## src/rtl/seven_segment_scan_ctrl.sv

```systemverilog
// Frame-synchronous scan controller for a common-anode multi-digit seven-segment display.
// Optional macro SEVSEG_LEADING_ZERO_BLANK_EN suppresses leading-zero digits above digit 0.
module seven_segment_scan_ctrl #(
  parameter int NUM_DIGITS     = 8,
  parameter int REFRESH_CYCLES = 100000,
  parameter int BLANK_CYCLES   = 16
) (
  input  logic                  clk_i,
  input  logic                  rst_i,
  input  logic                  enable_i,
  input  logic                  we_i,
  input  logic [31:0]           data_i,
  output logic [NUM_DIGITS-1:0] an_o,
  output logic [6:0]            seg_o,
  output logic [3:0]            digit_o,
  output logic [2:0]            digit_idx_o
);

  localparam int TICK_W = (REFRESH_CYCLES > 1) ? $clog2(REFRESH_CYCLES) : 1;
  localparam logic [TICK_W-1:0] TICK_LAST  = TICK_W'(REFRESH_CYCLES - 1);
  localparam logic [TICK_W-1:0] TICK_BLANK = TICK_W'(BLANK_CYCLES);
  localparam logic [2:0]        IDX_LAST   = 3'(NUM_DIGITS - 1);

  function automatic logic [6:0] seg_decode(input logic [3:0] nib);
    logic [6:0] seg;
    case (nib)
      4'h0:    seg = 7'h40;
      4'h1:    seg = 7'h79;
      4'h2:    seg = 7'h24;
      4'h3:    seg = 7'h30;
      4'h4:    seg = 7'h19;
      4'h5:    seg = 7'h12;
      4'h6:    seg = 7'h02;
      4'h7:    seg = 7'h78;
      4'h8:    seg = 7'h00;
      4'h9:    seg = 7'h10;
      4'hA:    seg = 7'h08;
      4'hB:    seg = 7'h03;
      4'hC:    seg = 7'h46;
      4'hD:    seg = 7'h21;
      4'hE:    seg = 7'h06;
      4'hF:    seg = 7'h0E;
      default: seg = 7'h7F;
    endcase
    return seg;
  endfunction

  logic [TICK_W-1:0]     tick_q, tick_d;
  logic [2:0]            idx_q, idx_d;
  logic [31:0]           pend_q, pend_d;
  logic [31:0]           disp_q, disp_d;
  logic [NUM_DIGITS-1:0] an_q, an_d;
  logic [6:0]            seg_q, seg_d;
  logic [3:0]            digit_q, digit_d;
  logic [2:0]            digit_idx_q, digit_idx_d;
  logic [3:0]            cur_nib_s;
  logic                  lead_zero_s;

  // Slot/frame counters, shadow capture and frame-boundary commit
  always_comb begin
    tick_d = tick_q;
    idx_d  = idx_q;
    disp_d = disp_q;
    if (we_i) begin
      pend_d = data_i;
    end else begin
      pend_d = pend_q;
    end
    if (!enable_i) begin
      tick_d = '0;
      idx_d  = 3'd0;
    end else if (tick_q == TICK_LAST) begin
      tick_d = '0;
      if (idx_q == IDX_LAST) begin
        idx_d  = 3'd0;
        // a write landing on the wrap cycle goes straight to the new frame
        disp_d = we_i ? data_i : pend_q;
      end else begin
        idx_d  = idx_q + 3'd1;
      end
    end else begin
      tick_d = tick_q + TICK_W'(1);
    end
  end

  // Output decode from the current counter state, registered below
  always_comb begin
    cur_nib_s   = disp_q[{idx_q, 2'b00} +: 4];
`ifdef SEVSEG_LEADING_ZERO_BLANK_EN
    lead_zero_s = (idx_q != 3'd0);
    for (int k = 0; k < NUM_DIGITS; k++) begin
      if ((3'(k) >= idx_q) && (disp_q[4*k +: 4] != 4'h0)) begin
        lead_zero_s = 1'b0;
      end else begin
        lead_zero_s = lead_zero_s;
      end
    end
`else
    lead_zero_s = 1'b0;
`endif
    an_d        = '1;
    seg_d       = 7'h7F;
    digit_d     = cur_nib_s;
    digit_idx_d = idx_q;
    if (enable_i && (tick_q >= TICK_BLANK) && !lead_zero_s) begin
      for (int k = 0; k < NUM_DIGITS; k++) begin
        an_d[k] = (3'(k) != idx_q);
      end
      seg_d = seg_decode(cur_nib_s);
    end else begin
      an_d  = '1;
      seg_d = 7'h7F;
    end
  end

  // State and output registers
  always_ff @(posedge clk_i) begin
    if (rst_i) begin
      tick_q      <= '0;
      idx_q       <= 3'd0;
      pend_q      <= 32'h0;
      disp_q      <= 32'h0;
      an_q        <= '1;
      seg_q       <= 7'h7F;
      digit_q     <= 4'h0;
      digit_idx_q <= 3'd0;
    end else begin
      tick_q      <= tick_d;
      idx_q       <= idx_d;
      pend_q      <= pend_d;
      disp_q      <= disp_d;
      an_q        <= an_d;
      seg_q       <= seg_d;
      digit_q     <= digit_d;
      digit_idx_q <= digit_idx_d;
    end
  end

  assign an_o        = an_q;
  assign seg_o       = seg_q;
  assign digit_o     = digit_q;
  assign digit_idx_o = digit_idx_q;

endmodule

```

## config.mk

```make
export PLATFORM = sky130hd
export DESIGN_NAME = seven_segment_scan_ctrl
export DESIGN_NICKNAME = d
export VERILOG_FILES = /design/src/rtl/seven_segment_scan_ctrl.sv
export SDC_FILE = /design/constraint.sdc
export NUM_CORES = 1
export LEC_CHECK = 0
export CORE_MARGIN = 2
export CORE_UTILIZATION = 26
export DETAILED_ROUTE_END_ITERATION = 12
export PLACE_DENSITY = 0.45
export SLEW_MARGIN = 40
export SYNTH_ARGS = -nofsm -noshare
export SYNTH_HDL_FRONTEND = slang
export SYNTH_SLANG_ARGS = --single-unit
export TNS_END_PERCENT = 10
```

## constraint.sdc

```tcl
create_clock -name clk_i -period 3.55 [get_ports clk_i]
set_input_delay 0.71 -clock clk_i [delete_from_list [all_inputs] [get_ports clk_i]]
set_output_delay 0.71 -clock clk_i [all_outputs]
set_load 0.1 [all_outputs]
```

==> impl_metrics.yaml <==
grt:
  grt_pass1_wl_um: 15070
  met1_usage: 0.1620
  busiest_layer: "met1"
  grt_pass1_vias: 2824
  grtUsageMet3: 0.03678
  grt_start_max_net_pins: 65
  antenna_found_initial: 0
  use_met2: 0.1445
  track_usage: 0.1094
  grt_overflow: 0
final_layout:
  finish.net_count: 518
  syn_to_final_growth_pct: 21.53
  layout-drive-gt1-share: 0.1543
  diodes: 0
worst_setup_path:
  critPathArrivalTime_ps: 3020
  crit_start: "digit_idx_d[0]"
  timing.rr.start: "digit_idx_d[0]"
  endpoint_kind: "flop"
  worstPathMaxFanout: 9
  criticalPathCategory: "flop to flop"
  critPathLaunchType: "flop"
  worstPathRequired_ps: 3750
timing:
  fin_skew_ps: 8.425
  worst_pin_slew_ps: 768.0
  period_share: 0.7946
  setup_slack_ps: 729.1
  drv_slew: 0
  setup_viol: 0
  maxSlewHeadroom: 0.4779
  post-route-min-period_ps: 2821
  max_freq_mhz: 354.5
  grt_setup_unrepaired: "false"
  setup_tns_ps: 0
  hold_viol_final: 0
logic_synthesis:
  synth-xor-area-share: 0.03250
  yosys.area_share.simple: 0.1625
  synthCells: 422
  synth_area_um2: 4312
  synth_top_family_by_area: "simple AND/OR/NAND/NOR gates"
  synth_compound_area_frac: 0.09779
  synthAdderAreaFrac: 0.04063
  yosys_register_bits: 106
  synth_nets: 472
  syn_area_per_cell_um2: 10.22
  ys.flop_type: "dfxtp_1"
  synthMuxAreaShare: 0.1335
  synth_most_common_cell: "dfxtp_1"
  synthTopCellsByArea: "dfxtp_1 (49%), mux2i_1 (9.1%), nor2_1 (8.2%)"
  synth_edf_count: 0
  yosys.area.top_type: "dfxtp_1"
  synth.yosys.seq_area_share: 0.4922
  synthDistinctLibCells: 47
  async_flop_share: 0
  netlist.area_leader.share: 0.4922
  synth-warning-count: 0
  netlist_top_cells_count: "dfxtp_1 (106), nor2_1 (94), mux2i_1 (39), a211oi_1 (24), nand2_1 (18)"
clock_tree:
  cts_max_path_buffers: 2
  cts_setup_buffers: 0
  ctsHtreeMaxLevel: 3
  hold_buffers: 0
  cts_resized: 0
  cts.sinks: 106
  cts_root_buf: "clkbuf_16"
  cts_tree: "done"
  clkTransAtPathRegs_ps: 70
  clk_latency_ps: 350
  cts_buffers: 9
route:
  ant_nets: 0
  first_iter_violations: 200
  drc: 0
  vias: 2944
  vias_per_cell: 4.248
  totalWireLength_um: 8994
  avgRoutedWirePerCell_um: 12.98
  dr.pass1.iters: 4
worst_hold_path:
  hold_path.class: "flop to flop"
  hp-start: "tick_q[0]"
outcome:
  outcome: "finished clean"
place:
  globalplace.congestion: 0.7748
  portBuffers: 57
  dpl.hpwl_um: 6313
  place_ws_ps: 731.1
die:
  core_area_um2: 16410
  die_area_um2: 17630
  fp.dieW_um: 132.8
  initial_utilization: 0.2628
  rows: 47
  ios: 58
  fp.dieH_um: 132.8
pwr:
  p_leak_nw: 1.951
  ir_drop_mv: 0.2401
  powerDensity_nw_per_um2: 457.9
flow_run:
  max-cap-violations: 0
[worst paths after layout]
| path | endpoint | slack [ps] | cells after the start |
|---|---|---|---|
| setup / recovery | seg_o[3] | 730 | 8 |
| hold / removal | tick_q[0] | 480 | 1 |
| setup reg to reg | seg_o[3] | 730 | 8 |
| hold reg to reg | tick_q[0] | 480 | 1 |
[critical path: stages (launching register included)]
cell	delay, ps
dfxtp_1	590
buf_4	270
mux4_2	500
mux2i_1	380
inv_1	180
ha_1	210
a21boi_0	130
nor4b_1	330
a31oi_1	70
[sequential cells by signal, summed over array words and instances, names as in the netlist]
register	cells
digit_idx_d	3
disp_q	32
digit_idx_o	3
digit_o	4
an_o	8
seg_o	7
tick_q	17
pend_q	32
[per-layer routing]
metal  wire [µm]  vias to the layer above
li1            -                     1543
met2        3607                       54
met4         151                        0
met1        4888                     1336
met5           0                        -
met3         346                       11
[layout make-up]
type                    instances  area, µm²
clock inverters                 7      91.34
repair buffers                 60      475.5
multi-input cells             281       2013
clock buffers                   9      225.2
well taps                     220      275.3
fillers                      1709      11170
flip-flops and latches        106       2122
inverters                      10      37.54
[metrics by stage]
step | hold slack [ps] | power, mW | cell area [µm²] | instances | utilization
final | 476.0 | 2.399 | 5240 | 693 | 0.3194
after floorplan | 441.0 | 1.307 | 4312 | 422 | -
after CTS | 482.2 | 2.444 | 5240 | 693 | 0.3194
after global placement | 461.2 | 1.362 | 5031 | 677 | 0.3066
after detailed placement | 464.6 | 1.362 | 4923 | 677 | 0.3001
after global routing | 511.6 | 2.501 | 5240 | 693 | 0.3194
[layout by cell type (no fill, tap or decap), types with 2 or more instances in the layout]
cell type / count
or3_4: 2
and3_1: 3
buf_2: 23
dfxtp_1: 106
a211oi_1: 24
inv_1: 9
nor2_1: 94
nor4_1: 4
ha_1: 14
xor2_1: 6
mux4_2: 6
clkbuf_16: 9
nand4_1: 2
mux2_2: 2
mux2i_2: 2
nor2b_1: 5
nand3_1: 11
o221ai_1: 2
bufinv_16: 2
nor4b_1: 2
mux2i_1: 39
xnor2_1: 10
clkdlybuf4s50_1: 33
clkinv_2: 3
a211oi_2: 10
nand2_1: 18
buf_4: 4
nor3_1: 7
[power breakdown]
group / internal (mW) / switching, mW
clock: 0.617 / 0.450
combinational: 0.0572 / 0.0592
sequential: 1.21 / 0.00595
total: 1.88 / 0.515
[kinds of logic after synthesis]
family	count (synthesis)
DFF	106
and+or+nand+nor	154
xor gates and xnor gates	16
adders and majority gates	14
AOI/OAI and AO/OA	48
muxes	49
buffers and inverters	35
Power figures use the tool's default switching activity.
==> RTL edit 1: new RTL, same flow settings <==
Remove the register `seg_q`: a continuous assignment takes its place, so the output `seg_o` follows one clock earlier.
--- a/src/rtl/seven_segment_scan_ctrl.sv
+++ b/src/rtl/seven_segment_scan_ctrl.sv
@@ -121,7 +121,6 @@
       pend_q      <= 32'h0;
       disp_q      <= 32'h0;
       an_q        <= '1;
-      seg_q       <= 7'h7F;
       digit_q     <= 4'h0;
       digit_idx_q <= 3'd0;
     end else begin
@@ -130,11 +129,12 @@
       pend_q      <= pend_d;
       disp_q      <= disp_d;
       an_q        <= an_d;
-      seg_q       <= seg_d;
       digit_q     <= digit_d;
       digit_idx_q <= digit_idx_d;
     end
   end
+
+  assign seg_q = seg_d;
 
   assign an_o        = an_q;
   assign seg_o       = seg_q;
Formal check against the unedited RTL: same outputs for any inputs over 10 cycles, from zero or initial values and one cycle with rst_i high; that may be too few to reach the edited logic, so the function may still have changed.
==> RTL edit 1 against the unedited design <==
Utilization rose by 1.6 points; first-iteration DRC count is 38% lower; routed wire length up 2.2%; sequential cell count down 7; synthesized area is 5.0% lower; total power down 10%; cell area fell by 1.9%; critical path depth stayed put; worst setup slack got worse by 0.59 ns; critical path type is now reg -> out; critical endpoint is now seg_o[3].
==> RTL edit 1: results (changes against the unedited design) <==
WL met3=383 um (+11%); Synth Area in Adders=0.0428 (+0.00213); M2 GR Usage=0.185 (+0.0406); Avg Inst Size Synth=9.85 um^2 (-3.6%); Clock Skew=0.00458 ns (-0.00385 ns); fraction of area in multi-input gates=0.380 (-0.00387); vias per cell=4.41 (+3.7%); Post-synth top cells=dfxtp_1, nor2_1, mux2i_1, a211oi_1; final non-filler cell area=5140 um^2 (-1.9%); placed cell area=4860 um^2 (-1.3%); Sw Ratio=0.228 (+0.0133); wire length on met2=4270 um (+18%); sequential share of the synthesized area=0.484 (-0.00835); Iter 0 DRT Violations=125 (-38%); DR vias=3,005 (+2.1%); sequential power=1.14 mW (-7%); met1 Use GR=0.146 (-0.0155); CTS Sinks=99 (-6.6%); M3 GR Usage=0.0347 (-0.00210); Nets=517 (-0.19%); Crit-path slowest cell=mux4_2; GPL Wtd Cong=0.816 (+5.3%); Worst Path Arrival=2.70 ns (-0.32 ns); status=finished, final reports clean; ratio of cells with drive above 1 in the final layout=0.140 (-0.0142); fill count=1,633 (-4.4%); area grow syn2layout=25.4%; Seq/total area=0.387 (-0.0183); Non-clock buffers, area share=0.122 (+0.0310); Synth Area in Compound Gates=0.101 (+0.00300); max incr delay on CP=0.51 ns (-0.08 ns); Synth Net Count=466 (-1.3%); post-CTS resize count=3 (+3); number of non-clock buffers=66 (+10%); global-route wire length before repair=14,800 um (-1.5%); Leakage=1.96 nW (+0.58%); multi-input gate count=280 (-0.36%); Final clock-cell share=0.0519 (-0.00855); Setup Slack @ Placement=0.277 ns (-0.454 ns); largest net degree at the start of global routing=65 (unchanged); Post-Route WL=9190 um (+2.2%); maximum VDD drop=221 uV (-8.0%); H-tree depth=3 (unchanged); post-DP HPWL=6740 um (+6.7%); gr usage total=0.115 (+0.00583); Combinational Power Share=0.053 (+0.004); detailed-routing wirelength on met1=4430 um (-9.3%); xor/xnor cell area share of the yosys netlist=0.0321 (-0.000431); cell count after placement=667 (-1.5%); top fanout value on the critical path=8 (-1); PwrDens=419 nW/um^2 (-8.4%); top cells by area, synth=dfxtp_1, mux2i_1, nor2_1; clock buffers=10 (+1); Yosys cell types=44 (-6.4%); post-synthesis mux area share=0.139 (+0.00518); relative slew slack=0.495 (+0.0172)
RTL edit 1: cell types whose count changed after synthesis, sizes merged, moves of 2 or more:
| cell | delta |
|---|---|
| nand2b | +3 |
| dfxtp | -7 |
| a21oi | +2 |
| xnor2 | -2 |
| nor2b | -4 |
| nand3 | +2 |
| nand2 | -5 |
| o21ai | +2 |
| buf | +2 |
| nor4b | -2 |
RTL edit 1: path summary, 6_finish.rpt:
path,start,slack (ns),end,depth (start not counted)
hold reg to reg,tick_q[0]$_SDFF_PP0_,0.48,tick_q[0]$_SDFF_PP0_,1
hold / removal,tick_q[0]$_SDFF_PP0_,0.48,tick_q[0]$_SDFF_PP0_,1
setup reg to reg,tick_q[0]$_SDFF_PP0_,1.37,tick_q[14]$_SDFF_PP0_,6
setup / recovery,digit_idx_d[1]$_SDFFE_PP0N_,0.14,seg_o[3],8
==> RTL edit 2: new RTL, same settings <==
Without the edit above. Add a define of `SEVSEG_LEADING_ZERO_BLANK_EN`.
--- a/src/rtl/seven_segment_scan_ctrl.sv
+++ b/src/rtl/seven_segment_scan_ctrl.sv
@@ -1,5 +1,7 @@
 // Frame-synchronous scan controller for a common-anode multi-digit seven-segment display.
 // Optional macro SEVSEG_LEADING_ZERO_BLANK_EN suppresses leading-zero digits above digit 0.
+`define SEVSEG_LEADING_ZERO_BLANK_EN
+
 module seven_segment_scan_ctrl #(
   parameter int NUM_DIGITS     = 8,
   parameter int REFRESH_CYCLES = 100000,
Check against the original RTL: no difference found for any inputs over 10 cycles, from zero or initial values and one cycle with rst_i high; that may be too few to reach the edited logic, so the function may still have changed.
==> RTL edit 2 against the unedited design <==
Cell area up 2.9%; total power down 2.9%; critical path type unchanged; largest power group unchanged; worst setup slack improved by 0.17 ns; clock skew increased by 0.00072 ns; sequential cell count did not move; synthesized area grew 3.5%; routed wire length grew 8.7%; largest cell class is now multi-input combinational cells; worst hold slack improved by 0.0037 ns; combinational power up 4%.
==> RTL edit 2: results (changes against the unedited design) <==
top fanout value on the critical path=12 (+3); Hold Startpoint=tick_q[0]$_SDFF_PP0_; cell count after placement=693 (+2.4%); Slew @ Worst Pin=0.750 ns (-0.0177 ns); largest net degree at the start of global routing=72 (+11%); Leakage=2.02 nW (+3.4%); vias in the first global route=3,192 (+13%); fill count=1,752 (+2.5%); sequential share of the synthesized area=0.476 (-0.0164); Iter 0 DRT Violations=239 (+20%); Clock Skew=0.00914 ns (+0.000720 ns); placed cell area=5090 um^2 (+3.4%); maximum VDD drop=225 uV (-6.2%); vias per cell=4.48 (+5.5%); asr flop ratio synth=0 (unchanged); DRC errors left=0 (unchanged); R2R cell count=8 (unchanged); post-DP HPWL=6970 um (+10%); antenna violations before repair=0 (unchanged); Synth Net Count=487 (+3.2%); clock-pin slew on the worst setup and hold paths=0.07 ns (about the same); GPL Wtd Cong=0.853 (+10%); Post-Route WL=9780 um (+8.7%); worst-case clock buffer depth=2 (unchanged); Yosys cell types=45 (-4.3%); post-CTS resize count=0 (unchanged); cts bufs inserted=9 (unchanged); r2r startpoint=digit_idx_d[0]$_SDFFE_PP0P_; HP Class=reg -> reg; Most used DFF post-synth=dfxtp_1; Avg Inst Size Synth=10.2 um^2 (-0.55%); ANT cells=0 (unchanged); worst hold stages=1 (unchanged); top cells by area, synth=dfxtp_1, mux2i_1, nor2_1; status=finished, final reports clean; Non-Filler Instances=708 (+2.2%); Nets=532 (+2.7%); max incr delay on CP=0.65 ns (+0.06 ns); post-CTS setup buffer count=0 (unchanged); area of the multi-input gates=2150 um^2 (+6.7%); Setup Slack @ Placement=0.900 ns (+0.169 ns); global-route wire length before repair=16,600 um (+9.9%); gr usage total=0.116 (+0.00648); 1st-pass router iterations=4 (unchanged); Synth Warn #=0 (unchanged); ratio of cells with drive above 1 in the final layout=0.176 (+0.0219); Post-synth top cells=dfxtp_1, nor2_1, mux2i_1, a211oi_2, nand2_1; Worst Path Arrival=2.86 ns (-0.16 ns)
-- RTL edit 2: logic make-up (layout without fill, tap and decap cells) --
family / after synthesis / count (layout) / synth area share
adders and majority gates: 12 / 12 / 0.0337
and+or+nand+nor: 166 / 166 / 0.175
xor gates and xnor gates: 13 / 13 / 0.0255
buffers and inverters: 39 / 88 / 0.0443
DFF: 106 / 106 / 0.476
AOI/OAI and AO/OA: 57 / 57 / 0.125
muxes: 46 / 46 / 0.121
-- RTL edit 2: layout make-up --
| cell class | count | share of cell area |
|---|---|---|
| clock buffer | 10 | 0.0443 |
| clock inverter | 5 | 0.0102 |
| inverter | 10 | 0.00696 |
| multi-input combinational | 294 | 0.398 |
| sequential | 106 | 0.394 |
| tap | 220 | 0.0511 |
| timing repair buffer | 63 | 0.0954 |
-- RTL edit 2: power breakdown --
group	leakage, nW	switching (mW)	total (mW)	internal (mW)
sequential	0.861	0.00595	1.22	1.21
combinational	1.02	0.0626	0.121	0.0588
clock	0.140	0.432	0.992	0.559
total	2.02	0.501	2.33	1.83
-- RTL edit 2: per-layer routing --
layer,GRT usage,up-vias,part of all wire
li1,-,1625,-
met1,0.158,1462,0.50
met2,0.173,72,0.43
met3,0.0315,14,0.052
met4,0.0492,0,0.019
met5,0,-,0
-- RTL edit 2: path summary, 6_finish.rpt --
check	end	slack, ns
min reg2reg	tick_q[0]$_SDFF_PP0_	0.48
min	tick_q[0]$_SDFF_PP0_	0.48
max reg2reg	seg_o[6]$_SDFF_PP1_	0.90
max	seg_o[6]$_SDFF_PP1_	0.90
-- RTL edit 2: worst reg2reg max path, stage by stage (launching register included) --
cell and delay [ns]:
dfxtp_1 0.65, mux4_2 0.59, mux2i_1 0.47, inv_1 0.18, ha_1 0.22, inv_1 0.10, o21ai_0 0.09, a22oi_1 0.15
nand2_1 0.07
